`src/rtl/seq_mult_ctrl.sv`:
```
// rtl/seq_mult_ctrl.sv - shift-and-add multiplier sequencer
// Walks LOAD, then N ADD/SHIFT pairs, then a one-cycle DONE.
module seq_mult_ctrl #(
  parameter int N = 4,
  parameter int C = $clog2(N)
) (
  input  logic         clk,
  input  logic         rst,
  input  logic         start,
  input  logic         abort,
  input  logic         q_lsb,
  output logic         load_regs,
  output logic         add_en,
  output logic         shift_en,
  output logic         busy,
  output logic         done,
  output logic [C-1:0] iter
);

  typedef enum logic [2:0] {
    IDLE  = 3'd0,
    LOAD  = 3'd1,
    ADD   = 3'd2,
    SHIFT = 3'd3,
    DONE  = 3'd4
  } state_t;

  localparam logic [C-1:0] ITER_LAST = C'(N - 1);

  state_t       state_q, state_d;
  logic [C-1:0] iter_q, iter_d;
  logic         load_q, add_q, shift_q, busy_q, done_q;

  always_comb begin
    state_d = state_q;
    iter_d  = iter_q;
    case (state_q)
      IDLE: begin
        if (start && !abort) state_d = LOAD;
      end
      LOAD: begin
        if (abort) begin
          state_d = IDLE;
        end else begin
          state_d = ADD;
          iter_d  = '0;
        end
      end
      ADD: begin
        state_d = abort ? IDLE : SHIFT;
      end
      SHIFT: begin
        if (abort) begin
          state_d = IDLE;
        end else if (iter_q == ITER_LAST) begin
          state_d = DONE;
        end else begin
          state_d = ADD;
          iter_d  = iter_q + 1'b1;
        end
      end
      DONE: begin
        state_d = IDLE;
      end
      default: begin
        state_d = IDLE;
      end
    endcase
  end

  // Output flops track the next state so they always mirror the state register.
  always_ff @(posedge clk or negedge rst) begin
    if (!rst) begin
      state_q <= IDLE;
      iter_q  <= '0;
      load_q  <= 1'b0;
      add_q   <= 1'b0;
      shift_q <= 1'b0;
      busy_q  <= 1'b0;
      done_q  <= 1'b0;
    end else begin
      state_q <= state_d;
      iter_q  <= iter_d;
      load_q  <= (state_d == LOAD);
      add_q   <= (state_d == ADD);
      shift_q <= (state_d == SHIFT);
      busy_q  <= (state_d != IDLE);
      done_q  <= (state_d == DONE);
    end
  end

  assign load_regs = load_q;
  assign add_en    = add_q & q_lsb;
  assign shift_en  = shift_q;
  assign busy      = busy_q;
  assign done      = done_q;
  assign iter      = iter_q;

endmodule

```
`config.mk`:
```
export PLATFORM = sky130hd
export DESIGN_NAME = seq_mult_ctrl
export DESIGN_NICKNAME = d
export VERILOG_FILES = /design/src/rtl/seq_mult_ctrl.sv
export SDC_FILE = /design/constraint.sdc
export NUM_CORES = 1
export LEC_CHECK = 0
export CORE_AREA = 2 2 39 41
export DETAILED_ROUTE_END_ITERATION = 7
export DIE_AREA = 0 0 41 43
export MAX_ROUTING_LAYER = met4
export PLACE_DENSITY = 0.68
export SLEW_MARGIN = 5
export SYNTH_ARGS = -nofsm -noshare
export SYNTH_HDL_FRONTEND = slang
export SYNTH_SLANG_ARGS = --single-unit
```
`constraint.sdc`:
```
create_clock -name clk -period 3.4 [get_ports clk]
set_input_delay 0.34 -clock clk [delete_from_list [all_inputs] [get_ports clk]]
set_output_delay 0.34 -clock clk [all_outputs]
set_load 0.02 [all_outputs]
```
* Word-level counts from Yosys, hierarchy flattened
Cells that the tools add are included. Widths: inputs -> output; s select.
Word-level totals: output and inout port bits 7, logic and storage cells 36, register bits 10
Cells by class: bitwise operators 1, add/subtract/negate cells 1, equality and inequality tests 11, reductions and logical operators 6, mux-type cells 10
Operators by type and width (count):
- $eq 3x2->1 const B | 4
- $pmux 3 s4 | 1
- $mux 2 | 5
- $mux 3 | 3
- $eq 3x1->1 const B | 2
- $ne 2x2->1 const B | 3
- $pmux 2 s2 | 1
- $reduce_and 4->1 | 1
- $eq 3x3->1 const B | 1
- $logic_not 3->1 | 1
- $reduce_bool 3->1 | 1
- $add 2x1->2 const B | 1
- $eq 2x2->1 const B | 1
- $reduce_bool 2->1 | 1
- $and 1x1->1 | 1
- $logic_and 1x1->1 | 1
- $logic_not 1->1 | 1

* Longest topological paths before layout
depth after elaboration 5, depth in mapped cells 4, depth with buffers taken out 4

* Worst setup path before layout
No wires, ideal clock.
path kind flip-flop to flip-flop, from register iter_q[0] (netlist: iter[0]), to register iter_q[0] (netlist: iter[0]), data required time 3.272 ns, arrival time 1.187 ns, stages on the path, launching flop included 5, path slack 2.085 ns, clock period less this slack 1.315 ns, buffers on the path 0, cell sequence dfrtp_1 ha_1 nand2_2 nand3_4 mux2_1
Between the ends: cells in the longest elaborated chain, start to end 4, elaborated cells between the ends (all ways) 7, those cells by class add/sub: 1; eq/ne: 2; mux: 3; reduce/logical: 1
RTL lines:
- from (decl) | line 31 | logic [C-1:0] iter_q, iter_d;
- from (signal assigned) | line 83 | iter_q <= iter_d;
- $add 2x1->2 | line 59 | iter_d = iter_q + 1'b1;
- $mux 2 | line 55 | end else if (iter_q == ITER_LAST) begin
- $mux 2 | line 53 | if (abort) begin
- $pmux 2 s2 | line 37 | case (state_q)
Several ways; a longest one is shown, not always the timed one. The select of a mux whose other input is x is not followed. A chain may end at the register's enable or synchronous reset.

* Worst setup path after layout
from input q_lsb, to output add_en
Between the ends: cells in the longest elaborated chain, start to end 1
RTL lines:
- from (decl) | line 11 | input logic q_lsb,
- $and 1x1->1 | line 93 | assign add_en = add_q & q_lsb;
- to (decl) | line 13 | output logic add_en,
Every way passes these cells.

==> run summary <==
Outcome -> finished, final reports clean
Number of H-tree levels -> 1
Register area -> 250 um2
Placed cells -> 58
Clk sinks -> 10
Startpoint types -> input port
Routability cong. -> 0.691
Max-Cap Viols -> 0
Final Critical Period -> 1.82 ns
Critical path type -> in -> out
Post-DP HPWL -> 476 um
I/O Buffers -> 11
Pre-antenna DRT Iters -> 2
Hold-fix buffers, CTS -> 0
Yosys cell types -> 19
Slew Viols, Final -> 0
CP max stage delay -> 0.59 ns
Relative slew margins -> 0.700
Die Wd -> 41 um
Final Cycle Share -> 0.536
Vias in the first global route -> 241
Row count -> 14
Seq/Total Area, Yosys -> 0.587
CTS Buf Count -> 3
Mapped cell area -> 427 um2
Initial drt markers -> 5
Antenna diodes -> 0
Post-route ant nets -> 0
Layout Utilization -> 0.410
Via Count -> 280
Final Skew -> 0.00365 ns
Total wire length -> 681 um
Critical Path Sink Type -> output port
Synthesis-to-layout area growth -> 32.8%
Core Area -> 0.00138 mm2
Clock Path Buffers -> 2
Crit-path cells -> clkdlybuf4s50_1 > and2_1 > clkdlybuf4s50_1
Final nets -> 53
# Post-CTS Setup Buffers -> 0
Syn_area_per_cell -> 12.9 um2
Hold Path Class -> in -> async
Area taken by multi-input logic gates -> 160 um2
Worst EP arrival -> 1.48 ns
Via-per-instance ratio -> 4.59
CP max-delay cell -> clkdlybuf4s50_1
Clock latency on the worst-skew pair -> 0.26 ns
Most frequent CP cell -> clkdlybuf4s50_1
Synth Instances -> 33
Pwr dens -> 423 mW/mm2
Initial antenna violation count -> 0
Share of cells above drive strength 1 -> 0.200
Syn nets -> 39
Wire length per cell -> 11.2 um
Critical Path RT -> 3.06 ns
FMAX -> 549 MHz
Synth Register Bits -> 10
Setup repair after global routing missed its margin -> no
Clk slew on worst S/H paths -> 0.06 ns
Top Ports -> 12
Final setup TNS -> 0 ns
Die height -> 43 um
Synthesis Warnings -> 0
Congestion Overflow GR -> 0
Fin cells -> 61
GRT Util Overall -> 0.102
Initial Util -> 0.308
CTS tree -> done
Die ar. -> 0.00176 mm2
DRC violations left -> 0
Fin. Hold Viols -> 0
Critical path fanouts, max -> 1
Pin count of the biggest net entering global routing -> 11
Post-CTS sizing -> 0
First-pass GRT wire length -> 1.08 mm
Final setup fails -> 0
Filler Cell Count -> 140
VDD IR-drop max -> 0.000207 V
Actual slew at the worst max-slew pin -> 0.449 ns
Leak -> 0.257 nW
Root buf cell -> clkbuf_4
## cell usage in the layout, fill, tap and decap left out
cell              n
mux2_1            2
nor3_1            2
and2_1            1
o31a_2            1
nor2_1            1
dfrtp_1          10
o21ai_0           2
nor4b_1           1
a31oi_1           1
ha_1              1
and4_2            2
nand2_1           2
nor3b_1           1
nand2_2           1
clkdlybuf4s50_1  11
nand3_4           1
nor2_4            1
inv_1             1
clkbuf_4          3
## where the power goes
part | switching [mW] | leakage, nW | internal (mW)
logic | 0.0130 | 0.108 | 0.0148
clock network | 0.0401 | 0.0138 | 0.0409
registers | 0.00651 | 0.135 | 0.124
## final timing paths
kind / from / to / slack (ns) / depth (start not counted)
min in group clk: iter[1] / iter[1] / 0.54 / 1
max in group asynchronous: rst / state_q[1] / 2.70 / 1
worst max-delay path: q_lsb / add_en / 1.58 / 3
worst min-delay path: rst / shift_en / 0.39 / 1
worst min register to register: iter[1] / iter[1] / 0.54 / 1
worst max register to register: iter[0] / iter[0] / 2.09 / 4
## worst max-delay path: cells and delay by family
family	cells	cell delay, ns
buffers and inverters	2	1.04
AND/OR/NAND/NOR	1	0.11
## state kept, by name, indices dropped and copies added (netlist names)
| register | cells |
|---|---|
| done | 1 |
| load_regs | 1 |
| add_q | 1 |
| state_q | 3 |
| shift_en | 1 |
| busy | 1 |
| iter | 2 |
## cell usage after synthesis, drive strengths merged
| master | instances | area, um2 |
|---|---|---|
| buf | 2 | 12.5 |
| o31a | 1 | 10.0 |
| a31oi | 1 | 6.26 |
| o21ai | 2 | 10.0 |
| ha | 1 | 12.5 |
| nand2 | 3 | 13.8 |
| inv | 1 | 3.75 |
| nand3 | 1 | 17.5 |
| and4 | 2 | 20.0 |
| nor2 | 2 | 15.0 |
| dfrtp | 10 | 250 |
| mux2 | 2 | 22.5 |
| and2 | 1 | 6.26 |
| nor4b | 1 | 8.76 |
| nor3b | 1 | 7.51 |
| nor3 | 2 | 10.0 |
## cell families after synthesis
logic type	count (synthesis)	share of synthesized area
buffers and inverters	3	0.0381
AOI/OAI and AO/OA	4	0.0616
muxes	2	0.0528
and+or+nand+nor	13	0.232
DFF	10	0.587
adders and majority gates	1	0.0293
## per-stage QoR
| stage | total power [mW] | hold slack [ns] | setup WS, ns | area, um2 |
|---|---|---|---|---|
| after floorplan | 0.147 | 0.0444 | 2.09 | 427 |
| after global placement | 0.161 | 0.519 | 1.58 | 544 |
| after detailed placement | 0.161 | 0.527 | 1.58 | 544 |
| after CTS | 0.240 | 0.410 | 1.57 | 567 |
| after global routing | 0.250 | 0.431 | 1.55 | 567 |
| final | 0.240 | 0.386 | 1.58 | 567 |
## routing by layer
| metal | vias to the layer above | routed length, um | GRT usage | share of wire |
|---|---|---|---|---|
| li1 | 143 | - | - | - |
| met5 | - | 0 | - | 0 |
| met4 | 0 | 36 | 0.100 | 0.053 |
| met1 | 124 | 325 | 0.137 | 0.48 |
| met3 | 4 | 34 | 0.0471 | 0.050 |
| met2 | 9 | 284 | 0.103 | 0.42 |
## area by class of cell
cell class | instances | share of cell area
Multi-Input combinational cell | 20 | 0.283
Tap cell | 16 | 0.0353
Clock buffer | 3 | 0.0397
Sequential cell | 10 | 0.442
Inverter | 1 | 0.00662
Timing Repair Buffer | 11 | 0.194
Note: power is estimated with default switching activity, not from simulation.
